===== config.mk =====
export PLATFORM = sky130hd
export DESIGN_NAME = xbar_route_ctrl_flat
export DESIGN_NICKNAME = d
export VERILOG_FILES = /design/src/rtl/xbar_route_ctrl_if.sv /design/src/rtl/xbar_route_ctrl.sv /design/src/flat_wrapper.sv
export SDC_FILE = /design/constraint.sdc
export NUM_CORES = 1
export LEC_CHECK = 0
export CORE_ASPECT_RATIO = 1.4
export CORE_UTILIZATION = 42
export CTS_BUF_LIST = sky130_fd_sc_hd__clkbuf_2 sky130_fd_sc_hd__clkbuf_4 sky130_fd_sc_hd__clkbuf_8
export CTS_CLUSTER_SIZE = 20
export DETAILED_ROUTE_END_ITERATION = 7
export GPL_TIMING_DRIVEN = 0
export PLACE_DENSITY = 0.85
export SLEW_MARGIN = 20
export SYNTH_ARGS = -nofsm -noshare
export SYNTH_HDL_FRONTEND = slang
export SYNTH_SLANG_ARGS = --single-unit

===== constraint.sdc =====
create_clock -name clk -period 2.4 [get_ports clk]
set_clock_uncertainty 0.2 [all_clocks]
set_input_delay 0.24 -clock clk [delete_from_list [all_inputs] [get_ports clk]]
set_output_delay 0.24 -clock clk [all_outputs]
set_load 0.005 [all_outputs]

===== src/rtl/xbar_route_ctrl_if.sv =====
// xbar_route_ctrl_if: request, control-word and connection-status bundle between
// the route-control stage (slave) and its requesters/crossbar side (master).
interface xbar_route_ctrl_if #(
  parameter int unsigned N_INPUTS          = 2,
  parameter int unsigned N_OUTPUTS         = 2,
  parameter int unsigned CONTROL_BIT_WIDTH = 42,
  parameter int unsigned LEN_W             = 8
);
  localparam int unsigned SW_O = (N_OUTPUTS > 2) ? $clog2(N_OUTPUTS) : 1;

  logic [N_INPUTS-1:0]          req_val;
  logic [N_INPUTS*SW_O-1:0]     req_dest;
  logic [N_INPUTS*LEN_W-1:0]    req_len;
  logic                         xfer;
  logic [CONTROL_BIT_WIDTH-1:0] control;
  logic                         control_val;
  logic                         control_rdy;
  logic [N_INPUTS-1:0]          grant;
  logic                         busy;
  logic                         timeout;

  modport master (
    output req_val, req_dest, req_len, xfer, control_rdy,
    input  control, control_val, grant, busy, timeout
  );

  modport slave (
    input  req_val, req_dest, req_len, xfer, control_rdy,
    output control, control_val, grant, busy, timeout
  );
endinterface


===== src/rtl/xbar_route_ctrl.sv =====
// xbar_route_ctrl: round-robin selection of one head packet, control-word issue over
// val/rdy, and connection hold until the last beat. Watchdog: define XBAR_ROUTE_TIMEOUT_EN.
module xbar_route_ctrl #(
  parameter int unsigned N_INPUTS          = 2,
  parameter int unsigned N_OUTPUTS         = 2,
  parameter int unsigned CONTROL_BIT_WIDTH = 42,
  parameter int unsigned LEN_W             = 8
`ifdef XBAR_ROUTE_TIMEOUT_EN
  , parameter int unsigned TIMEOUT_CYCLES  = 255
`endif
) (
  input  logic             clk,
  input  logic             reset,
  xbar_route_ctrl_if.slave bus
);
  localparam int unsigned SW_I = (N_INPUTS > 2) ? $clog2(N_INPUTS) : 1;
  localparam int unsigned SW_O = (N_OUTPUTS > 2) ? $clog2(N_OUTPUTS) : 1;
  localparam int unsigned CW   = CONTROL_BIT_WIDTH;

  localparam logic [1:0] ST_IDLE  = 2'd0;
  localparam logic [1:0] ST_ISSUE = 2'd1;
  localparam logic [1:0] ST_XFER  = 2'd2;

`ifdef XBAR_ROUTE_TIMEOUT_EN
  localparam int unsigned TW = (TIMEOUT_CYCLES > 1) ? $clog2(TIMEOUT_CYCLES + 1) : 1;
`endif

  logic [1:0]          r_state;
  logic [SW_I-1:0]     r_rr_ptr;
  logic [SW_I-1:0]     r_sel_in;
  logic [LEN_W-1:0]    r_remaining;
  logic [CW-1:0]       r_control;
  logic                r_control_val;
  logic [N_INPUTS-1:0] r_grant;
  logic                r_busy;

  logic [1:0]          w_state_nxt;
  logic [SW_I-1:0]     w_rr_nxt;
  logic [SW_I-1:0]     w_sel_in_nxt;
  logic [LEN_W-1:0]    w_rem_nxt;
  logic [CW-1:0]       w_control_nxt;
  logic                w_control_val_nxt;
  logic [N_INPUTS-1:0] w_grant_nxt;
  logic                w_busy_nxt;

  logic [SW_I-1:0]     w_pick;
  logic                w_found;
  logic [SW_O-1:0]     w_dest;
  logic [LEN_W-1:0]    w_len;
  logic [CW-1:0]       w_word;
  logic [SW_I-1:0]     w_rr_after;

`ifdef XBAR_ROUTE_TIMEOUT_EN
  logic [TW-1:0]       r_idle_cnt;
  logic                r_timeout;
  logic [TW-1:0]       w_idle_nxt;
  logic                w_timeout_nxt;
`endif

  // Round-robin scan: iterate offsets high-to-low so the smallest offset from rr_ptr wins.
  always_comb begin : pick
    logic [SW_I:0] idx;
    w_pick  = r_rr_ptr;
    w_found = 1'b0;
    idx     = '0;
    for (int k = int'(N_INPUTS) - 1; k >= 0; k--) begin
      idx = {1'b0, r_rr_ptr} + (SW_I+1)'(k);
      if (idx >= (SW_I+1)'(N_INPUTS)) begin
        idx = idx - (SW_I+1)'(N_INPUTS);
      end
      if (bus.req_val[idx[SW_I-1:0]]) begin
        w_pick  = idx[SW_I-1:0];
        w_found = 1'b1;
      end
    end
  end

  // Fields of the selected request and the control word they form.
  always_comb begin : sel_fields
    w_dest     = bus.req_dest[32'(w_pick) * SW_O +: SW_O];
    w_len      = bus.req_len[32'(w_pick) * LEN_W +: LEN_W];
    w_word     = (CW'(w_pick) << (CW - SW_I)) | (CW'(w_dest) << (CW - SW_I - SW_O));
    w_rr_after = (r_sel_in == SW_I'(N_INPUTS - 1)) ? '0 : r_sel_in + SW_I'(1);
  end

  // Next-state and registered-output logic.
  always_comb begin : next_state
    w_state_nxt       = r_state;
    w_rr_nxt          = r_rr_ptr;
    w_sel_in_nxt      = r_sel_in;
    w_rem_nxt         = r_remaining;
    w_control_nxt     = r_control;
    w_control_val_nxt = r_control_val;
    w_grant_nxt       = r_grant;
    w_busy_nxt        = r_busy;
`ifdef XBAR_ROUTE_TIMEOUT_EN
    w_idle_nxt        = r_idle_cnt;
    w_timeout_nxt     = 1'b0;
`endif

    case (r_state)
      ST_IDLE: begin
        if (w_found) begin
          w_state_nxt       = ST_ISSUE;
          w_sel_in_nxt      = w_pick;
          w_rem_nxt         = (w_len == '0) ? LEN_W'(1) : w_len;
          w_control_nxt     = w_word;
          w_control_val_nxt = 1'b1;
        end
      end

      ST_ISSUE: begin
        if (bus.control_rdy) begin
          w_state_nxt       = ST_XFER;
          w_control_val_nxt = 1'b0;
          w_grant_nxt       = N_INPUTS'(1) << r_sel_in;
          w_busy_nxt        = 1'b1;
`ifdef XBAR_ROUTE_TIMEOUT_EN
          w_idle_nxt        = '0;
`endif
        end
      end

      ST_XFER: begin
        if (bus.xfer) begin
          w_rem_nxt = r_remaining - LEN_W'(1);
`ifdef XBAR_ROUTE_TIMEOUT_EN
          w_idle_nxt = '0;
`endif
          if (r_remaining == LEN_W'(1)) begin
            w_state_nxt   = ST_IDLE;
            w_rr_nxt      = w_rr_after;
            w_control_nxt = '0;
            w_grant_nxt   = '0;
            w_busy_nxt    = 1'b0;
          end
        end
`ifdef XBAR_ROUTE_TIMEOUT_EN
        // Stalled path: abort the connection and let the next input arbitrate.
        else if (r_idle_cnt == TW'(TIMEOUT_CYCLES - 1)) begin
          w_timeout_nxt = 1'b1;
          w_idle_nxt    = '0;
          w_state_nxt   = ST_IDLE;
          w_rr_nxt      = w_rr_after;
          w_control_nxt = '0;
          w_grant_nxt   = '0;
          w_busy_nxt    = 1'b0;
        end else begin
          w_idle_nxt = r_idle_cnt + TW'(1);
        end
`endif
      end

      default: begin
        w_state_nxt       = ST_IDLE;
        w_control_nxt     = '0;
        w_control_val_nxt = 1'b0;
        w_grant_nxt       = '0;
        w_busy_nxt        = 1'b0;
      end
    endcase
  end

  always_ff @(posedge clk or negedge reset) begin : regs
    if (!reset) begin
      r_state       <= ST_IDLE;
      r_rr_ptr      <= '0;
      r_sel_in      <= '0;
      r_remaining   <= '0;
      r_control     <= '0;
      r_control_val <= 1'b0;
      r_grant       <= '0;
      r_busy        <= 1'b0;
`ifdef XBAR_ROUTE_TIMEOUT_EN
      r_idle_cnt    <= '0;
      r_timeout     <= 1'b0;
`endif
    end else begin
      r_state       <= w_state_nxt;
      r_rr_ptr      <= w_rr_nxt;
      r_sel_in      <= w_sel_in_nxt;
      r_remaining   <= w_rem_nxt;
      r_control     <= w_control_nxt;
      r_control_val <= w_control_val_nxt;
      r_grant       <= w_grant_nxt;
      r_busy        <= w_busy_nxt;
`ifdef XBAR_ROUTE_TIMEOUT_EN
      r_idle_cnt    <= w_idle_nxt;
      r_timeout     <= w_timeout_nxt;
`endif
    end
  end

  assign bus.control     = r_control;
  assign bus.control_val = r_control_val;
  assign bus.grant       = r_grant;
  assign bus.busy        = r_busy;
`ifdef XBAR_ROUTE_TIMEOUT_EN
  assign bus.timeout     = r_timeout;
`else
  assign bus.timeout     = 1'b0;
`endif

endmodule

===== src/flat_wrapper.sv =====
// flat-port wrapper written by rule: the top's interface ports become plain ports
module xbar_route_ctrl_flat 
#(
  parameter int unsigned N_INPUTS          = 2,
  parameter int unsigned N_OUTPUTS         = 2,
  parameter int unsigned CONTROL_BIT_WIDTH = 42,
  parameter int unsigned LEN_W             = 8

)
  (clk, reset, bus_req_val, bus_req_dest, bus_req_len, bus_xfer, bus_control_rdy, bus_control, bus_control_val, bus_grant, bus_busy, bus_timeout);
  xbar_route_ctrl_if #(.N_INPUTS(N_INPUTS), .N_OUTPUTS(N_OUTPUTS), .CONTROL_BIT_WIDTH(CONTROL_BIT_WIDTH), .LEN_W(LEN_W)) bus_i ();
  input  logic clk;
  input  logic reset;
  input wire logic [$bits(bus_i.req_val)-1:0] bus_req_val;
  input wire logic [$bits(bus_i.req_dest)-1:0] bus_req_dest;
  input wire logic [$bits(bus_i.req_len)-1:0] bus_req_len;
  input wire logic [$bits(bus_i.xfer)-1:0] bus_xfer;
  input wire logic [$bits(bus_i.control_rdy)-1:0] bus_control_rdy;
  output wire logic [$bits(bus_i.control)-1:0] bus_control;
  output wire logic [$bits(bus_i.control_val)-1:0] bus_control_val;
  output wire logic [$bits(bus_i.grant)-1:0] bus_grant;
  output wire logic [$bits(bus_i.busy)-1:0] bus_busy;
  output wire logic [$bits(bus_i.timeout)-1:0] bus_timeout;
  assign bus_i.req_val = bus_req_val;
  assign bus_i.req_dest = bus_req_dest;
  assign bus_i.req_len = bus_req_len;
  assign bus_i.xfer = bus_xfer;
  assign bus_i.control_rdy = bus_control_rdy;
  assign bus_control = bus_i.control;
  assign bus_control_val = bus_i.control_val;
  assign bus_grant = bus_i.grant;
  assign bus_busy = bus_i.busy;
  assign bus_timeout = bus_i.timeout;
  xbar_route_ctrl #(.N_INPUTS(N_INPUTS), .N_OUTPUTS(N_OUTPUTS), .CONTROL_BIT_WIDTH(CONTROL_BIT_WIDTH), .LEN_W(LEN_W)) u_core (.clk(clk), .reset(reset), .bus(bus_i));
endmodule

==> impl_metrics.py <==
metrics = {
    "run_status": {
        "status": "complete, no violations",
    },
    "drt": {
        "first_pass_iters": 4,
        "vias": 1267,
        "postRouteAntennaNets": 0,
        "dr.first_iter.drc_count": 27,
        "wirelength_mm": 3.02,
        "via_per_inst": 4.57,
        "wl_per_cell_um": 10.9,
        "drcViolationCount": 0,
    },
    "clock_network": {
        "path_clk_slew_ns": 0.07,
        "clk_path_buf_depth": 2,
        "h-tree-depth": 1,
        "clock_latency_ns": 0.25,
        "root_buffer": "clkbuf_8",
        "cts_sinks": 18,
        "cts_tree": "built",
        "ctsResizeCount": 0,
        "ctsHoldBuffers": 0,
        "numCtsBuffers": 3,
        "cts_setup_buffers": 0,
    },
    "yosys": {
        "ys_ff_latch": 18,
        "synth_top_family_by_area": "buffers and inverters",
        "synthAdderAreaFrac_pct": 2.54,
        "synth_xor_area_share_pct": 0,
        "synth_compound_area_share_pct": 18.0,
        "yosysUniqueCellTypes": 43,
        "ys_top_cells_by_area": "dfrtp_1 (31%), buf_4 (22%), a21oi_1 (3.8%)",
        "yosysSeqAreaShare_pct": 31.5,
        "synth_top_cell_by_area": "dfrtp_1",
        "yosys.area_share.simple_pct": 14.3,
        "yosysTopAreaCellShare_pct": 31.5,
        "synthMuxAreaShare_pct": 8.49,
        "syn_inst": 166,
        "synth_area_mm2": 0.00143,
        "postSynthAreaPerCell_um2": 8.62,
        "ys_warn_count": 0,
    },
    "sta": {
        "tightest_slew_ns": 0.824,
        "max-slew-margin-rel_pct": 44.9,
        "setup_tns_ns": 0,
        "fin_crit_sh_pct": 82.8,
        "fin_crit_ns": 1.99,
        "setup_violations": 0,
        "fin_ws_ns": 0.412,
        "rsz0062_at_grt": "false",
        "hold_violations": 0,
        "slew_viol_final": 0,
        "holdWs_ns": 0.261,
        "clock.fmax_mhz": 503,
    },
    "die": {
        "std_cell_rows": 24,
        "die_w_um": 51.3,
        "io_pins": 71,
        "dieArea_mm2": 0.00365,
        "start_util_pct": 44.9,
        "core-area_mm2": 0.00318,
        "fp.dieH_um": 71.0,
    },
    "power": {
        "p_seq_share_pct": 35.8,
        "internal_power_w": 0.000973,
        "p_leak_nw": 0.976,
        "p_comb_share_pct": 51.3,
        "switchingPower_w": 0.000663,
        "clockPowerShare_pct": 12.8,
        "swShare_pct": 40.5,
        "ir_drop_mv": 0.525,
        "power.density_mw_per_mm2": 834,
    },
    "final_layout": {
        "fillCellCount": 311,
        "areaGrowthSynthToFinish_pct": 37.1,
        "diodes": 0,
        "stdcell_area_mm2": 0.00196,
        "drive_gt1_share_pct": 23.1,
        "final_nets": 266,
    },
    "global_route": {
        "grt_pass1_vias": 1089,
        "grt_max_degree": 19,
        "track_usage_pct": 16.7,
        "grt_pass1_wl_mm": 4.70,
        "antenna_found_initial": 0,
        "grt_overflow_total": 0,
    },
    "placement": {
        "gp_congestion": 0.881,
        "postPlaceCellArea_mm2": 0.00192,
        "place_ws_ns": 0.155,
        "dpl.hpwl_mm": 2.42,
        "port_buffers": 29,
    },
    "min_path": {
        "hold_path_class": "input pin to async pin",
    },
    "worst_setup_path": {
        "crit_required_ns": 2.34,
        "critical_path.max_stage_delay_ns": 0.49,
        "crit_path_end_kind": "flip-flop",
        "critPathKind": "flip-flop to flip-flop",
        "rr_endpoint": "u_core.r_remaining[5]",
        "r2r_cells": 4,
        "crit_start": "u_core.r_state[0]",
        "startpoint_type": "flip-flop",
        "ff2ff_setup_slack_ns": 0.41,
        "r2r_start": "u_core.r_state[0]",
        "worstPathCellList": "buf_1 -> a211oi_2 -> o21ai_0 -> a221o_1",
        "worstPathMaxFanout": 10,
        "worst_ep_arrival_time_ns": 1.93,
        "crit_slowest_cell": "a211oi_2",
    },
    "job": {
        "timing.max_cap.violations": 0,
    },
}
-- metal layers --
layer	vias up	track usage (%)	part of all wire (%)
li1	649	-	-
met1	560	18.0	41
met2	54	31.0	51
met3	4	3.23	6.7
met4	0	6.31	1.2
met5	-	0	0
-- kinds of logic (layout without fill, tap and decap cells) --
family,after synthesis,after routing
other,1,41
AND/OR/NAND/NOR,40,40
flip-flops,18,18
AO/OA/AOI/OAI,41,41
adder cells (fa/ha/maj),3,3
multiplexers,11,11
buffers and inverters,52,84
-- power groups by stage --
stage / Combinational [W] / Sequential, W / Clock, W
global placement: 0.000817 / 0.000583 / 0
floorplan: 0.000568 / 0.000562 / 0
CTS: 0.000841 / 0.000584 / 0.000215
detailed placement: 0.000835 / 0.000588 / 0
global route: 0.000932 / 0.000605 / 0.000228
finish: 0.000840 / 0.000586 / 0.000210
-- worst max-delay path: cells and delay by family, from the launching register on --
family,cells,cell delay [ns]
DFF,1,0.41
AOI/OAI and AO/OA,3,1.03
buffers and inverters,1,0.23
-- stage by stage --
| stage | utilization, % | std cells | total power [W] |
|---|---|---|---|
| floorplan | - | 206 | 0.00113 |
| global placement | 60.3 | 274 | 0.00140 |
| detailed placement | 60.3 | 274 | 0.00142 |
| CTS | 61.6 | 277 | 0.00164 |
| global route | 61.6 | 277 | 0.00176 |
| finish | 61.6 | 277 | 0.00164 |
-- worst max path at each step --
stage | to | depth (start not counted)
after floorplan | u_core.r_remaining[5] | 4
after global placement | u_core.r_remaining[5] | 5
after detailed placement | u_core.r_remaining[5] | 5
after CTS | u_core.r_remaining[5] | 4
after global routing | u_core.r_remaining[3] | 5
final | u_core.r_remaining[5] | 4
-- area by class of cell --
| class | count | area [um2] | area share [%] |
|---|---|---|---|
| Inverter | 6 | 22.5 | 1.15 |
| Tap cell | 39 | 48.8 | 2.49 |
| Clock buffer | 3 | 41.3 | 2.11 |
| Buffer | 46 | 334 | 17.0 |
| Sequential cell | 18 | 450 | 23.0 |
| Timing Repair Buffer | 29 | 290 | 14.8 |
| Multi-Input combinational cell | 136 | 773 | 39.4 |
-- flip-flops by register name (all words and copies together), names as in the netlist --
| signal | cells |
|---|---|
| u_core.bus.busy | 1 |
| u_core.bus.control | 2 |
| u_core.r_remaining | 8 |
| u_core.r_sel_in | 1 |
| u_core.r_state | 2 |
| u_core.bus.control_val | 1 |
| u_core.bus.grant | 2 |
| u_core.r_rr_ptr | 1 |
-- cell usage after synthesis, drive strengths merged --
| library cell | number |
|---|---|
| mux2i | 5 |
| a211oi | 1 |
| a21o | 2 |
| a2bb2oi | 1 |
| a221o | 1 |
| conb | 1 |
| nor3 | 6 |
| a31oi | 2 |
| o22ai | 2 |
| buf | 44 |
| a211o | 1 |
| or3 | 2 |
| o22a | 2 |
| nand4 | 1 |
| ha | 2 |
| o2bb2ai | 1 |
| a221oi | 1 |
| nor2b | 1 |
| a31o | 1 |
| inv | 6 |
| nor3b | 1 |
| nand2b | 2 |
| a21oi | 11 |
| dfrtp | 18 |
| mux2 | 6 |
| nor4 | 2 |
| o21ai | 14 |
| clkbuf | 2 |
| nor2 | 10 |
| and3 | 1 |
| a32oi | 1 |
| nand2 | 12 |
| maj3 | 1 |
| nor4b | 1 |
| nand4b | 1 |
-- layout by cell type (no fill, tap or decap), drive strengths merged, types with 2 or more instances in the layout --
| cell | n |
|---|---|
| buf | 44 |
| conb | 41 |
| clkdlybuf4s50 | 29 |
| dfrtp | 18 |
| o21ai | 14 |
| nand2 | 12 |
| a21oi | 11 |
| nor2 | 10 |
| inv | 6 |
| nor3 | 6 |
| mux2 | 6 |
| mux2i | 5 |
| clkbuf | 5 |
| o22a | 2 |
| o22ai | 2 |
| nand2b | 2 |
| nor4 | 2 |
| a31oi | 2 |
| a21o | 2 |
| ha | 2 |
| or3 | 2 |
Power figures use the tool's default switching activity.
==> patch (config.mk and constraints unchanged) <==
Reset style: synchronous (`reset`), changed in one clocked block.
--- a/src/rtl/xbar_route_ctrl.sv
+++ b/src/rtl/xbar_route_ctrl.sv
@@ -162,5 +162,5 @@
   end
 
-  always_ff @(posedge clk or negedge reset) begin : regs
+  always_ff @(posedge clk) begin : regs
     if (!reset) begin
       r_state       <= ST_IDLE;
Check against the original RTL: differs if reset is asserted again (counterexample within 4 cycles, from zero or initial values and one cycle with reset low); with reset held inactive, the same outputs for 10 cycles.
==> patch against the unedited design <==
Wire length is 8.7% higher. Count of clock-buffer cells in the layout did not move. Sequential share of layout area is 4.4 points lower. Hold slack lost 0.0020 ns. Sequential cell count did not move. Setup slack lost 0.13 ns. Design area shrank 0.89%. Synthesized cell count up 9.0%. Synthesized area shrank 1.2%. Critical path depth up 2. Fmax shrank 6.0%.
Power is not compared: it rests on default switching activity, and its combinational part moved more than twofold at a synthesized area within 25%.
==> patch: results (changes against the unedited design) <==
Detailed Route Iter0 Violations=16 (-41%); Critical-path top delay cell=clkdlybuf4s50_1; Max VDD drop=0.311 mV; Synth Area in Compound Gates=0.208 (+0.0279); 1st-pass router iterations=4 (unchanged); number of flip-flops in the largest register=8 (unchanged); xor/xnor cell area share of the yosys netlist=0 (unchanged); top post-synthesis cells by area=dfxtp_1 (26%), buf_4 (22%), a21oi_1 (5.7%), o21ai_0 (3.9%), nor2_1 (3.7%); launch point of the worst reg-to-reg path=u_core.r_remaining[2]; mux contribution to synthesized area=0.0593 (-0.0255); CP max stage delay=0.58 ns (+0.09 ns); initial antenna violation count=0 (unchanged); Arr. time, crit path=2.06 ns (+0.13 ns); Hold Crit Class=reg2reg; sequential area share after synthesis=0.255 (-0.0599); n_diodes=0 (unchanged); Biggest register=u_core.r_remaining; synthesized instance count=181 (+9.0%); Layout Nets=281 (+5.6%); Worst Setup SP=bus_req_val[0]; LEAKAGE=0.909 nW; most common library cells after synthesis=buf_4 (41), dfxtp_1 (18), a21oi_1 (16); placer congestion estimate=0.880 (about the same); Synth Flop Type=dfxtp_1; total global routing track utilization=0.194 (+0.0278); first-pass GRT wire length=5360 um (+14%); Non-Filler Instances=292 (+5.4%); fraction of layout cells with a size suffix above 1=0.225 (-0.00580); vias in the first global route=1,247 (+15%); status=complete, no violations; Yosys cell types=40 (-7.0%); max-cap viol count=0 (unchanged); # Post-CTS Setup Buffers=0 (unchanged); Max-slew headroom=0.612 (+0.163); routed len/inst=11.3 um (+3.2%); clock buffer depth=2 (unchanged); CTS resizes=0 (unchanged); HPWL after detailed placement=2600 um (+7.5%); fillers=313 (+0.64%); Adder-Cell Fraction of Synth Area=0.0177 (-0.00766); largest net degree at the start of global routing=11 (-8); DR vias=1,367 (+7.9%); Async SR Flop Fraction=0 (-1.00)
[patch: metal layers]
metal	global-route usage	up-vias	wire length (um)
li1	-	695	-
met1	0.210	604	1260
met2	0.351	59	1710
met3	0.0301	9	239
met4	0.102	0	76
met5	0	-	0
[patch: per-stage QoR]
step           total power [W]  TNS [ns]  area (um2)   util  worst slack [ns]
6_report              0.000871         0        1940  0.616             0.286
5_1_grt               0.000924         0        1940  0.616             0.194
4_1_cts               0.000869         0        1940  0.616             0.261
3_5_place_dp          0.000660  -0.00704        1900  0.603          -0.00704
3_3_place_gp          0.000657  -0.00546        1900  0.603          -0.00546
2_1_floorplan         0.000562         0        1560      -             0.508
[patch: path summary, 6_finish.rpt]
path,end,slack [ns],depth (start not counted)
setup / recovery,u_core.r_remaining[6],0.29,6
hold / removal,u_core.bus.control[41],0.26,2
setup reg to reg,u_core.bus.control[40],0.32,5
hold reg to reg,u_core.bus.control[41],0.26,2
[patch: final cells by class]
class / count / area, um2 / area share
plain buffers: 46 / 328 / 0.169
clock buffers: 3 / 41.3 / 0.0212
inverters: 7 / 26.3 / 0.0135
multi-input cells: 150 / 848 / 0.437
flip-flops and latches: 18 / 360 / 0.185
well taps: 39 / 48.8 / 0.0251
repair buffers: 29 / 290 / 0.149
[patch: power groups by stage]
stage	sequential [W]	combinational, W	clock, W
6_report	0.000354	0.000304	0.000212
5_1_grt	0.000358	0.000336	0.000230
4_1_cts	0.000354	0.000302	0.000213
3_5_place_dp	0.000360	0.000300	0
3_3_place_gp	0.000359	0.000297	0
2_1_floorplan	0.000354	0.000207	0
[patch: tightest hold or removal path, delay by kind of cell, from the launching register on]
kind,cells,cell delay [ns]
compound gates,1,0.05
flops,1,0.31
simple gates,1,0.05
